`config.mk`:
```
export PLATFORM = sky130hd
export DESIGN_NAME = lcd_text_ctrl
export DESIGN_NICKNAME = d
export VERILOG_FILES = /design/src/rtl/lcd_pkg.sv /design/src/rtl/lcd_us_tick.sv /design/src/rtl/lcd_text_ctrl.sv
export SDC_FILE = /design/constraint.sdc
export NUM_CORES = 1
export LEC_CHECK = 0
export ABC_AREA = 1
export ABC_CLOCK_PERIOD_IN_PS = 5300
export CORE_MARGIN = 10
export CORE_UTILIZATION = 65
export DETAILED_ROUTE_END_ITERATION = 8
export GPL_TIMING_DRIVEN = 1
export PLACE_DENSITY = 0.94
export SETUP_SLACK_MARGIN = 0.05
export SLEW_MARGIN = 10
export SYNTH_ARGS = -nofsm -noshare
export SYNTH_HDL_FRONTEND = slang
export SYNTH_HIERARCHICAL = 1
export SYNTH_SLANG_ARGS = --single-unit
```
`constraint.sdc`:
```
create_clock -name clk -period 5.3 [get_ports clk]
set_input_delay 1.06 -clock clk [delete_from_list [all_inputs] [get_ports clk]]
set_output_delay 1.06 -clock clk [all_outputs]
set_load 0.03 [all_outputs]
```
`src/rtl/lcd_pkg.sv`:
```
// Shared constants, state encodings and DDRAM row addressing for the character-LCD controller.
package lcd_pkg;

  localparam logic [7:0] FSET_8B_2L = 8'h38;
  localparam logic [7:0] FSET_8B_1L = 8'h30;
  localparam logic [7:0] DCTL_ON    = 8'h0C;
  localparam logic [7:0] CLR        = 8'h01;
  localparam logic [7:0] SET_DDRAM  = 8'h80;

  typedef enum logic [2:0] {
    S_PWR_WAIT,
    S_FSET,
    S_DCTL,
    S_CLR,
    S_IDLE,
    S_ADDR,
    S_CHAR
  } lcd_state_t;

  typedef enum logic [1:0] {
    PH_SETUP,
    PH_STROBE,
    PH_WAIT
  } lcd_phase_t;

  // Rows 2/3 continue rows 0/1 in DDRAM on 4-line panels.
  function automatic logic [7:0] row_base(input logic [1:0] row, input int unsigned cols);
    case (row)
      2'd0:    row_base = 8'h00;
      2'd1:    row_base = 8'h40;
      2'd2:    row_base = 8'(cols);
      default: row_base = 8'h40 + 8'(cols);
    endcase
  endfunction

endpackage

```
`src/rtl/lcd_us_tick.sv`:
```
// Free-running divider producing a one-clock pulse every microsecond.
module lcd_us_tick #(
  parameter int unsigned CLK_FREQ_HZ = 100_000_000
) (
  input  logic clk,
  input  logic reset,
  output logic tick
);

  localparam int unsigned DIV = (CLK_FREQ_HZ / 1_000_000 > 0) ? CLK_FREQ_HZ / 1_000_000 : 1;
  localparam int unsigned W   = (DIV > 1) ? $clog2(DIV) : 1;

  logic [W-1:0] cnt;

  assign tick = (cnt == W'(DIV - 1));

  always_ff @(posedge clk or negedge reset) begin
    if (!reset)    cnt <= '0;
    else if (tick) cnt <= '0;
    else           cnt <= cnt + W'(1);
  end

endmodule

```
`src/rtl/lcd_text_ctrl.sv`:
```
// HD44780-class 8-bit write-only controller: power-on init, then refreshes rows of an
// internal character buffer whenever they are written (or continuously in auto mode).
module lcd_text_ctrl
  import lcd_pkg::*;
#(
  parameter int unsigned CLK_FREQ_HZ  = 100_000_000,
  parameter int unsigned ROWS         = 2,
  parameter int unsigned COLS         = 16,
  parameter int unsigned PWRON_US     = 20000,
  parameter int unsigned CMD_US       = 40,
  parameter int unsigned CLR_US       = 1640,
  parameter bit          AUTO_REFRESH = 1'b0
) (
  input  logic       clk,
  input  logic       reset,
  input  logic       wr_en,
  input  logic [1:0] wr_row,
  input  logic [5:0] wr_col,
  input  logic [7:0] wr_char,
  output logic [7:0] lcd_data,
  output logic       lcd_rs,
  output logic       lcd_rw,
  output logic       lcd_e,
  output logic       ready,
  output logic       busy
);

  localparam int unsigned NCHR   = ROWS * COLS;
  localparam int unsigned IW     = $clog2(NCHR);
  localparam int unsigned MAX_US = (PWRON_US > CLR_US) ? ((PWRON_US > CMD_US) ? PWRON_US : CMD_US)
                                                       : ((CLR_US > CMD_US) ? CLR_US : CMD_US);
  localparam int unsigned UW     = ($clog2(MAX_US + 1) > 15) ? $clog2(MAX_US + 1) : 15;
  localparam logic [2:0]  ROWS_L = 3'(ROWS);
  localparam logic [6:0]  COLS_L = 7'(COLS);
  localparam logic [5:0]  LAST_C = 6'(COLS - 1);

  function automatic logic [IW-1:0] buf_idx(input logic [1:0] r, input logic [5:0] c);
    return IW'(r) * IW'(COLS) + IW'(c);
  endfunction

  lcd_state_t      state, state_n;
  lcd_phase_t      phase, phase_n;
  logic [UW-1:0]   us_cnt, us_cnt_n, wait_last;
  logic [1:0]      row, row_n, rr_row, rr_row_n, sel_row;
  logic [5:0]      col, col_n;
  logic [7:0]      data_n;
  logic            rs_n, e_n, ready_n, any_dirty, tick, wr_ok;
  logic [ROWS-1:0] dirty, dirty_set, dirty_clr;
  logic [7:0]      char_buf [NCHR];

  lcd_us_tick #(.CLK_FREQ_HZ(CLK_FREQ_HZ)) u_tick (
    .clk   (clk),
    .reset (reset),
    .tick  (tick)
  );

  assign wr_ok  = wr_en && ({1'b0, wr_row} < ROWS_L) && ({1'b0, wr_col} < COLS_L);
  assign lcd_rw = 1'b0;
  assign busy   = !(state == S_IDLE && !any_dirty);

  always_comb begin
    dirty_set = '0;
    for (int unsigned i = 0; i < ROWS; i++)
      if (wr_ok && wr_row == 2'(i)) dirty_set[i] = 1'b1;
  end

  always_ff @(posedge clk or negedge reset) begin
    if (!reset) begin
      for (int unsigned i = 0; i < NCHR; i++) char_buf[i] <= 8'h20;
    end else if (wr_ok) begin
      char_buf[buf_idx(wr_row, wr_col)] <= wr_char;
    end
  end

  always_comb begin
    state_n   = state;
    phase_n   = phase;
    us_cnt_n  = us_cnt;
    row_n     = row;
    col_n     = col;
    rr_row_n  = rr_row;
    data_n    = lcd_data;
    rs_n      = lcd_rs;
    e_n       = lcd_e;
    ready_n   = ready;
    dirty_clr = '0;
    sel_row   = '0;
    any_dirty = 1'b0;

    case (state)
      S_PWR_WAIT: wait_last = UW'(PWRON_US - 1);
      S_CLR:      wait_last = UW'(CLR_US - 1);
      default:    wait_last = UW'(CMD_US - 1);
    endcase

    if (AUTO_REFRESH) begin
      any_dirty = 1'b1;
      sel_row   = rr_row;
    end else begin
      for (int unsigned i = 0; i < ROWS; i++)
        if (dirty[i] && !any_dirty) begin
          any_dirty = 1'b1;
          sel_row   = 2'(i);
        end
    end

    if (state == S_IDLE) begin
      if (any_dirty) begin
        state_n  = S_ADDR;
        phase_n  = PH_SETUP;
        row_n    = sel_row;
        rr_row_n = (rr_row == 2'(ROWS - 1)) ? 2'd0 : rr_row + 2'd1;
        data_n   = SET_DDRAM | row_base(sel_row, COLS);
        rs_n     = 1'b0;
        for (int unsigned i = 0; i < ROWS; i++)
          if (2'(i) == sel_row) dirty_clr[i] = 1'b1;
      end
    end else if (tick) begin
      // Every command shares setup -> strobe -> wait; only the wait length and successor differ.
      case (phase)
        PH_SETUP: begin
          phase_n = PH_STROBE;
          e_n     = 1'b1;
        end
        PH_STROBE: begin
          phase_n  = PH_WAIT;
          e_n      = 1'b0;
          us_cnt_n = '0;
        end
        default: begin
          if (us_cnt != wait_last) begin
            us_cnt_n = us_cnt + UW'(1);
          end else begin
            phase_n = PH_SETUP;
            case (state)
              S_PWR_WAIT: begin
                state_n = S_FSET;
                data_n  = (ROWS == 1) ? FSET_8B_1L : FSET_8B_2L;
                rs_n    = 1'b0;
              end
              S_FSET: begin
                state_n = S_DCTL;
                data_n  = DCTL_ON;
              end
              S_DCTL: begin
                state_n = S_CLR;
                data_n  = CLR;
              end
              S_ADDR: begin
                state_n = S_CHAR;
                col_n   = '0;
                rs_n    = 1'b1;
                data_n  = char_buf[buf_idx(row, 6'd0)];
              end
              S_CHAR: begin
                if (col == LAST_C) begin
                  state_n = S_IDLE;
                end else begin
                  col_n  = col + 6'd1;
                  data_n = char_buf[buf_idx(row, col + 6'd1)];
                end
              end
              default: begin
                state_n = S_IDLE;
                ready_n = 1'b1;
              end
            endcase
          end
        end
      endcase
    end
  end

  always_ff @(posedge clk or negedge reset) begin
    if (!reset) begin
      state    <= S_PWR_WAIT;
      phase    <= PH_WAIT;
      us_cnt   <= '0;
      row      <= '0;
      col      <= '0;
      rr_row   <= '0;
      lcd_data <= '0;
      lcd_rs   <= 1'b0;
      lcd_e    <= 1'b0;
      ready    <= 1'b0;
      dirty    <= '1;
    end else begin
      state    <= state_n;
      phase    <= phase_n;
      us_cnt   <= us_cnt_n;
      row      <= row_n;
      col      <= col_n;
      rr_row   <= rr_row_n;
      lcd_data <= data_n;
      lcd_rs   <= rs_n;
      lcd_e    <= e_n;
      ready    <= ready_n;
      // A write landing on the row being cleared keeps it dirty so it is resent.
      dirty    <= (dirty & ~dirty_clr) | dirty_set;
    end
  end

endmodule

```
Word level (Yosys, flattened, before mapping)
Cells that the tools add are included.
{"block": "word_totals", "in_bits": 19, "regBits": 303}
{"block": "op_classes", "reduce_logical": 31, "muxes": 51, "bitwise_logic": 11, "add_sub_neg": 5, "eq_ne": 21, "n_lt_le_gt_ge": 6}
{"operator": "bitwise mux 256 bit", "count": 1}
{"operator": "2-to-1 mux 8 bit", "count": 11}
{"operator": "binary-select mux 8 bit (select 5 bit)", "count": 2}
{"operator": "one-hot mux 15 bit (2 select lines)", "count": 2}
{"operator": "demux 8 bit (select 5 bit)", "count": 1}
{"operator": "one-hot mux 8 bit (5 select lines)", "count": 1}
{"operator": "one-hot mux 7 bit (3 select lines)", "count": 1}
{"operator": ">= comparator 6 bit, second input constant", "count": 3}
{"operator": "2-to-1 mux 3 bit", "count": 6}
{"operator": "NOT 5 -> 6 bit", "count": 3}
{"operator": "adder 15 x 1 -> 15 bit, second input constant", "count": 1}
{"operator": "2-to-1 mux 15 bit", "count": 1}
{"operator": "inequality test 15 bit", "count": 1}
{"operator": "one-hot mux 3 bit (5 select lines)", "count": 1}
{"operator": "AND reduction 5 bit", "count": 3}
{"operator": "2-to-1 mux 1 bit", "count": 12}
{"operator": "2-to-1 mux 2 bit", "count": 6}
{"operator": "one-hot mux 6 bit (2 select lines)", "count": 1}
{"operator": "AND reduction 6 bit", "count": 2}
{"operator": "adder 5 bit", "count": 2}
{"operator": "equality test 3 bit, second input constant", "count": 3}
{"operator": "nonzero test 2 bit", "count": 4}
{"operator": "adder 7 x 1 -> 7 bit, second input constant", "count": 1}
{"operator": "equality test 7 bit, second input constant", "count": 1}
{"operator": "other kinds (34)", "count": 55}

Logic depth before layout (Yosys ltp)
Gate-level depths: netlist of the first run.
{"block": "depth", "ltp_word": 12, "mapped_depth": 14, "mapped_depth_nobuf": 13}

Cells and area by module
The synthesis of the first run kept the hierarchy.
{"mod": "lcd_text_ctrl", "area_per_inst_um2": 14307.5, "seq_area_each_um2": 7450.9, "instances": 1, "cells_each": 1837}
{"mod": "lcd_us_tick", "area_per_inst_um2": 342.8, "seq_area_each_um2": 175.2, "instances": 1, "cells_each": 42}

Worst setup path before layout of the first run
OpenSTA, ideal clock, no wires.
{"block": "synth_path", "path_type": "input to register", "from": "in wr_col[4]", "to": "reg char_buf[71] in the netlist's numbering", "required_time_ns": 5.167, "cell_stages": 7, "arrival_time_ns": 2.156, "setup_slack_ns": 3.011, "path_cell_list": "nor2_1 > nand3b_2 > nor2_1 > nand2_1 > clkbuf_1 > nand2_1 > o21ai_0"}
{"block": "synth_between", "elab_chain_cells": 7, "elab_cells_between_ends": 10}
{"item": "start, declared", "line": "lcd_text_ctrl.sv:18", "text": "input logic [5:0] wr_col,"}
{"item": "adder 5 bit", "line": "lcd_text_ctrl.sv:38", "text": "return IW'(r) * IW'(COLS) + IW'(c);"}
{"item": "NOT 5 -> 6 bit (not written as such)", "line": "lcd_text_ctrl.sv:71", "text": "char_buf[buf_idx(wr_row, wr_col)] <= wr_char;"}
{"item": ">= comparator 6 bit (not written as such) / < comparator 6 x 1 -> 1 bit (equally long branches)", "line": "lcd_text_ctrl.sv:71"}
{"item": "logical AND 1 bit (not written as such)", "line": "lcd_text_ctrl.sv:71"}
{"item": "2-to-1 mux 8 bit (not written as such)", "line": "lcd_text_ctrl.sv:71"}
{"item": "demux 8 bit (select 5 bit)", "line": "lcd_text_ctrl.sv:71"}
{"item": "bitwise mux 256 bit", "line": "lcd_text_ctrl.sv:71"}
{"item": "end signal, assigned by index", "line": "lcd_text_ctrl.sv:71"}
{"item": "end, declared", "line": "lcd_text_ctrl.sv:49", "text": "logic [7:0] char_buf [NCHR];"}
Parallel ways exist; a longest one is shown, timed or not.
A chain may end at the register's enable or synchronous reset.

Worst setup path after layout of the first run
{"block": "layout_path", "from": "reg col[0]", "to": "reg lcd_data[1]"}
{"block": "layout_between", "elab_chain_cells": 12, "elab_cells_between_ends": 15}
{"item": "start, declared", "line": "lcd_text_ctrl.sv:45", "text": "logic [5:0] col, col_n;"}
{"item": "start signal, assigned", "line": "lcd_text_ctrl.sv:192", "text": "col <= col_n;"}
{"item": "adder 6 x 1 -> 6 bit", "line": "lcd_text_ctrl.sv:160", "text": "data_n = char_buf[buf_idx(row, col + 6'd1)];"}
{"item": "adder 5 bit", "line": "lcd_text_ctrl.sv:38"}
{"item": "NOT 5 -> 6 bit (not written as such)", "line": "lcd_text_ctrl.sv:160"}
{"item": "binary-select mux 8 bit (select 5 bit)", "line": "lcd_text_ctrl.sv:160"}
{"item": "2-to-1 mux 8 bit (not written as such) (2 in series)", "line": "lcd_text_ctrl.sv:160"}
{"item": "2-to-1 mux 8 bit", "line": "lcd_text_ctrl.sv:156", "text": "if (col == LAST_C) begin"}
{"item": "one-hot mux 8 bit (5 select lines)", "line": "lcd_text_ctrl.sv:135", "text": "case (state)"}
{"item": "2-to-1 mux 8 bit", "line": "lcd_text_ctrl.sv:131", "text": "if (us_cnt != wait_last) begin"}
{"item": "2-to-1 mux 8 bit", "line": "lcd_text_ctrl.sv:120", "text": "case (phase)"}
{"item": "2-to-1 mux 8 bit", "line": "lcd_text_ctrl.sv:118", "text": "end else if (tick) begin"}
{"item": "2-to-1 mux 8 bit", "line": "lcd_text_ctrl.sv:107", "text": "if (state == S_IDLE) begin"}
{"item": "end signal, assigned", "line": "lcd_text_ctrl.sv:194", "text": "lcd_data <= data_n;"}
{"item": "end, declared", "line": "lcd_text_ctrl.sv:20", "text": "output logic [7:0] lcd_data,"}
Parallel ways exist; a longest one is shown, timed or not. The select of a mux whose other input is x is not followed.

==> results of run 1 <==
## through the flow
stage / setup WS, ns / cells / hold WS, ns / utilization
2_1_floorplan: 3.01 / 1879 / 0.448 / -
3_3_place_gp: 1.90 / 2085 / 0.447 / 0.678
3_5_place_dp: 1.82 / 2085 / 0.451 / 0.678
4_1_cts: 2.01 / 2143 / 0.463 / 0.724
5_1_grt: 1.79 / 2143 / 0.486 / 0.724
6_report: 1.88 / 2143 / 0.461 / 0.724
## logic make-up after synthesis
kind of cell | Yosys count
compound gates | 414
xor+xnor | 18
fa+ha+maj | 3
buf+inv | 199
flops | 303
mux | 1
other cells | 1
simple gates | 940
## path summary, 6_finish.rpt
| kind | end | depth (start not counted) | start | slack (ns) |
|---|---|---|---|---|
| min | ready | 1 | ready | 0.46 |
| max in group asynchronous | char_buf[113] | 2 | reset | 3.58 |
| min reg2reg | ready | 1 | ready | 0.46 |
| min in group asynchronous | us_cnt[12] | 1 | reset | 0.50 |
| max reg2reg | lcd_data[1] | 12 | col[0] | 1.88 |
| max | lcd_data[1] | 12 | col[0] | 1.88 |
## layer usage
metal  GRT usage  up-vias  part of all wire
li1            -     6039                 -
met1       0.349     6301              0.37
met2       0.438      956              0.46
met3      0.0740      190              0.12
met4       0.119        0             0.048
met5           0        -                 0
## layout make-up
type,instances,share of cell area
clock buffers,48,0.0583
clock inverters,10,0.00565
inverters,83,0.0195
multi-input cells,1377,0.390
flip-flops and latches,303,0.478
well taps,280,0.0220
repair buffers,42,0.0264
## sequential cells by signal, summed over array words and instances (netlist names)
register,flops
state,3
phase,2
lcd_e,1
dirty,2
lcd_rs,1
us_cnt,15
u_tick/cnt,7
ready,1
row,1
col,6
char_buf,256
lcd_data,8
## Yosys cell counts, types with 7 or more instances
| library cell | instances | share of area |
|---|---|---|
| nand2_1 | 492 | 0.13 |
| inv_2 | 7 | 0.0018 |
| o21ai_1 | 14 | 0.0048 |
| buf_2 | 40 | 0.014 |
| nand2_2 | 7 | 0.0030 |
| a21oi_1 | 12 | 0.0041 |
| clkbuf_1 | 70 | 0.018 |
| dfstp_2 | 35 | 0.063 |
| xor2_1 | 12 | 0.0072 |
| inv_1 | 73 | 0.019 |
| dfrtp_1 | 268 | 0.46 |
| nor3_1 | 17 | 0.0058 |
| nand4_1 | 7 | 0.0030 |
| nor2_2 | 7 | 0.0030 |
| nand3_1 | 154 | 0.053 |
| o21ai_0 | 379 | 0.13 |
| nor2_1 | 244 | 0.063 |
## report_power, final
part	internal, W	switching [W]
Combinational	0.0000850	0.000189
Clock	0.00125	0.000919
Sequential	0.00243	0.0000585
## worst reg2reg max path: cells and delay by family, from the launching register on
family | cells | cell delay (ns)
buffers and inverters | 2 | 0.84
adders and majority gates | 1 | 0.43
and+or+nand+nor | 8 | 1.02
AOI/OAI and AO/OA | 1 | 0.17
DFF | 1 | 0.85
## layout by cell type (no fill, tap or decap), types with 7 or more instances in the layout
| cell type | synthesis | routed |
|---|---|---|
| inv_1 | 73 | 72 |
| o21ai_0 | 379 | 379 |
| clkdlybuf4s50_1 | 0 | 29 |
| clkbuf_16 | 0 | 31 |
| clkbuf_1 | 70 | 8 |
| nor2_2 | 7 | 7 |
| xor2_1 | 12 | 11 |
| nor2_1 | 244 | 244 |
| o21ai_1 | 14 | 14 |
| nand4_1 | 7 | 7 |
| nor3_1 | 17 | 17 |
| nand2_2 | 7 | 7 |
| dfstp_2 | 35 | 35 |
| nand3_1 | 154 | 154 |
| buf_4 | 3 | 10 |
| dfrtp_1 | 268 | 267 |
| inv_2 | 7 | 7 |
| nand2_1 | 492 | 492 |
| clkbuf_8 | 0 | 9 |
| a21oi_1 | 12 | 12 |
==> results.md, run 1 <==
* CTS Sinks at 303
* 1st-pass router iterations at 7
* Initial Util at 0.665
* Post-synthesis simple-gate area fraction at 0.265
* Critical Path Sink Type: flip-flop
* Netlist cell types at 40
* Multiplexer share of the synthesized area at 0.000683
* CP startpoint kind: flip-flop
* H-tree levels at 1
* Sequential-to-total area share from yosys stat at 0.521
* Clock Root Buffer: clkbuf_16
* Global-route wire length before repair at 65.6 mm
* Die area at 0.0289 mm^2
* Worst Path Required at 5.75 ns
* IO buf count at 30
* Area Growth Syn to Fin at 8.87%
* Grt total ovfl at 0
* Layout Nets at 1,860
* Synth Cell Area at 0.0147 mm^2
* WL/cell at 18.6 um
* CP max stage cell: dfrtp_4
* Number of global-route vias before repair at 13,100
* Kind of critical path: flip-flop to flip-flop
* Syn Area/Cell at 7.80 um^2
* Post-CTS Setup Inserts at 0
* Num CTS Buffers at 31
* Via density at 6.29
* Post-Synth XOR/XNOR Area at 0.0123
* Die extent in y at 170 um
* Endpoints failing setup at 0
* Synth Area in Compound Gates at 0.143
* Combinational family with the most area after synthesis: simple AND/OR/NAND/NOR gates
* Clk_lat worst skew at 0.57 ns
* Largest net degree at the start of global routing at 110
* Fin. max-slew vios at 0
* Seq cells post-synth at 303
* Fillers at 1,525
* Predominant post-synthesis flop cell: dfrtp_1
* 1st-iter DRT viols at 2,255
* CTS clk-pin slew, worst paths at 0.06 ns
* Worst VDD drop at 0.000262 V
* Hold Crit Class: flip-flop to flip-flop
* CP peak stage delay at 0.85 ns
* Antenna Violating Nets Remaining at 0
* Max Cap Violations at 0
* Core footprint at 0.0220 mm^2
* Post-route cell area at 0.0160 mm^2
* Layout cells sized above 1 at 0.0730
* DR DRC count at 0
* Tmin final at 3.42 ns
* CTS tree: yes
* Worst Max-Slew Pin Slew at 1.23 ns
* Register area at 0.00763 mm^2
* Power per standard cell area at 309 mW/mm^2
* Crit path max-delay family: simple AND/OR/NAND/NOR gates
* GRT Total Usage at 0.275
* Post-cts sizing count at 0
* Design Power at 0.00493 W
* Instance count of the mapped netlist at 1,879
* Antenna violations before repair at 0
* Area taken by multi-input logic gates at 0.00622 mm^2
* FFs w/ async S/R, synth at 1.00
* Leakage at 7.12 nW
* Clock tree buffer depth at 3
* Final period utilization at 0.645
* Post-Synth Adder-Cell Area at 0.00256
* CP most frequent cell: nand3_1
* Final Hold Fails at 0
* CTS Hold Bufs at 0
* WL final at 40.0 mm
* EDFF count, synth at 0
* DR vias at 13,500
* Setup_tns at 0 ns
* Net Count, Synth at 1,901
* Max Freq at 0.292 GHz
* Rows at 54
* Status: completed
* RSZ-0062 raised after global routing: no
* Synthesis Warnings at 6
* Rel. slew slack at 0.181
* Largest fanout on the critical path at 52
* Critical Path AT at 3.87 ns
* Post-Place Cell Area at 0.0149 mm^2
* Ant diodes at 0
* Setup Skew at 0.0172 ns
* Die X at 170 um
* CP bufs+invs at 2
* Placer Congestion at 0.940
* DPL Wire Length at 23.5 mm
* Crit path cell chain: ha_2, clkinv_1, buf_4, nor2_1, o21ai_0, nand3_1, nand3_1, nand3_1, nand3_1, nand2_1, nand2_1, nand2_1
* Boundary pin count at 32
Power figures use the tool's default switching activity.
==> inputs of run 2 (changes only) <==
--- a/config.mk
+++ b/config.mk
@@ -6,12 +6,12 @@
 export NUM_CORES = 1
 export LEC_CHECK = 0
 export ABC_AREA = 1
-export ABC_CLOCK_PERIOD_IN_PS = 5300
+export ABC_CLOCK_PERIOD_IN_PS = 3100
 export CORE_MARGIN = 10
-export CORE_UTILIZATION = 65
+export CORE_UTILIZATION = 56
 export DETAILED_ROUTE_END_ITERATION = 8
 export GPL_TIMING_DRIVEN = 1
-export PLACE_DENSITY = 0.94
+export PLACE_DENSITY = 0.87
 export SETUP_SLACK_MARGIN = 0.05
 export SLEW_MARGIN = 10
 export SYNTH_ARGS = -nofsm -noshare
==> constraint.sdc (replaced) <==
create_clock -name clk -period 3.1 [get_ports clk]
set_input_delay 0.62 -clock clk [delete_from_list [all_inputs] [get_ports clk]]
set_output_delay 0.62 -clock clk [all_outputs]
set_load 0.03 [all_outputs]
==> run 2 against run 1 <==
  * Non-clock buffer count grew 23
  * Utilization down 9.4 points
  * Combinational power increased by 75%
  * Final area rose by 2.3%
  * Via count fell by 3.4%
  * Wire length decreased by 3.1%
  * Largest power group unchanged
  * Setup slack worse by 1.7 ns
  * Largest cell class unchanged
  * Sequential share of layout area decreased by 1.1 points
==> results.md, run 2 (synthesis results as in run 1) <==
* Status: completed
* Clock Root Buffer: clkbuf_16
* CTS Hold Bufs at 0 (unchanged)
* CTS clk-pin slew, worst paths at 0.06 ns (about the same)
* WL final at 38.7 mm (-3.1%)
* Number of global-route vias before repair at 12,700 (-3.3%)
* Post-Place Cell Area at 0.0152 mm^2 (+2.0%)
* Setup Skew at 0.0183 ns (+0.00115 ns)
* Post-CTS Setup Inserts at 0 (unchanged)
* Die area at 0.0330 mm^2 (+14%)
* Crit path max-delay family: buffers and inverters
* Global-route wire length before repair at 63.7 mm (-2.9%)
* Grt total ovfl at 0 (unchanged)
* Rows at 59 (+9.3%)
* Ant diodes at 0 (unchanged)
* Setup_tns at 0 ns (unchanged)
* Clock tree buffer depth at 3 (unchanged)
* CP startpoint kind: flip-flop
* Rel. slew slack at 0.370 (+0.189)
* Crit path cell chain: clkinv_1, nand2_2, nor2_4, nand3_1, clkdlybuf4s50_1
* 1st-iter DRT viols at 1,645 (-27%)
* H-tree levels at 1 (unchanged)
* Via density at 5.86 (-6.8%)
* Final Hold Fails at 0 (unchanged)
* Antenna Violating Nets Remaining at 0 (unchanged)
* Design Power at 0.00869 W (+76%)
* Placer Congestion at 0.924 (-1.7%)
* Layout cells sized above 1 at 0.0854 (+0.0124)
* Layout Nets at 1,883 (+1.2%)
* Max reg flops at 256 (unchanged)
* Die extent in y at 182 um (+6.8%)
* Biggest regs: char_buf (256), us_cnt (15), lcd_data (8)
* GRT Total Usage at 0.230 (-0.0457)
* Largest net degree at the start of global routing at 78 (-29%)
* Fillers at 2,109 (+38%)
* IO buf count at 30 (unchanged)
* Die X at 182 um (+6.8%)
* WL/cell at 17.4 um (-6.5%)
* Num CTS Buffers at 31 (unchanged)
* CP peak stage delay at 0.70 ns (-0.15 ns)
* Hold Crit Class: primary input to asynchronous set/reset pin
* Most common cell after layout, fill and taps aside: nand2_1
* Critical Path Sink Type: primary output
* Worst Max-Slew Pin Slew at 0.942 ns (-0.286 ns)
* Antenna violations before repair at 0 (unchanged)
* DR DRC count at 0 (unchanged)
* Worst VDD drop at 0.000773 V (+200%)
* Max Freq at 0.346 GHz
* Area Growth Syn to Fin at 11.4%
* Top reg by flops: char_buf
* Final period utilization at 0.932
* Highest-count cells in the layout ignoring fill and taps: nand2_1, o21ai_0, dfrtp_1
* Kind of critical path: flip-flop to primary output
* CP max stage cell: clkdlybuf4s50_1
* Core footprint at 0.0259 mm^2 (+18%)
* Post-route cell area at 0.0163 mm^2 (+2.3%)
* Critical Path AT at 2.27 ns (-1.60 ns)
* Post-cts sizing count at 0 (unchanged)
* Boundary pin count at 32 (unchanged)
* CTS Sinks at 303 (unchanged)
* Max Cap Violations at 0 (unchanged)
* CP bufs+invs at 2 (unchanged)
* Largest fanout on the critical path at 8 (-85%)
* Initial Util at 0.565 (-0.0997)
* Fin. max-slew vios at 0 (unchanged)
* Worst Path Required at 2.48 ns (-3.27 ns)
* DR vias at 13,000 (-3.4%)
* Endpoints failing setup at 0 (unchanged)
* RSZ-0062 raised after global routing: no
* Clk_lat worst skew at 0.58 ns (about the same)
* Power per standard cell area at 532 mW/mm^2 (+72%)
* CTS tree: yes
* Leakage at 7.29 nW (+2.3%)
* DPL Wire Length at 23.8 mm (+1.2%)
* 1st-pass router iterations at 5 (-2)
* Tmin final at 2.89 ns
run 2: final cells by class:
class	instances	area, um^2	share of cell area
clock buffers	42	857	0.0525
flip-flops and latches	303	7630	0.467
inverters	83	312	0.0191
multi-input cells	1377	6220	0.381
repair buffers	65	656	0.0402
well taps	335	419	0.0257
clock inverters	16	233	0.0143
run 2: worst paths after layout:
kind,cells past startpoint,end,slack (ns),from
hold reg to reg,1,ready,0.48,ready
setup / recovery,5,busy,0.21,state[1]
hold / removal,1,u_tick/cnt[6],0.03,reset
min in group clk,1,ready,0.48,ready
max in group asynchronous,2,char_buf[53],2.19,reset
setup reg to reg,12,lcd_data[0],0.40,col[0]
run 2: metal layers:
metal / global-route usage / share of wire / vias to the layer above
li1: - / - / 6084
met5: 0 / 0 / -
met4: 0.0716 / 0.033 / 0
met1: 0.302 / 0.41 / 6209
met3: 0.0475 / 0.096 / 115
met2: 0.374 / 0.46 / 613
run 2: power breakdown:
group	switching [W]	internal, W
combinational	0.000318	0.000160
clock	0.00160	0.00237
sequential	0.0000951	0.00415
total	0.00202	0.00667
run 2: worst register-to-register path, delay by kind of cell, from the launching register on:
kind | cells | cell delay [ns]
compound gates | 1 | 0.11
simple gates | 8 | 0.99
buf+inv | 2 | 0.45
flops | 1 | 0.65
fa+ha+maj | 1 | 0.38
run 2: per-stage QoR:
stage               setup slack, ns  cells  hold WS [ns]   util
finish                        0.211   2221        0.0339  0.630
global route                  0.113   2221        0.0774  0.630
CTS                           0.228   2221        0.0648  0.630
detailed placement            0.362   2163         0.467  0.588
global placement              0.481   2163         0.457  0.588
floorplan                      1.23   1879         0.324      -
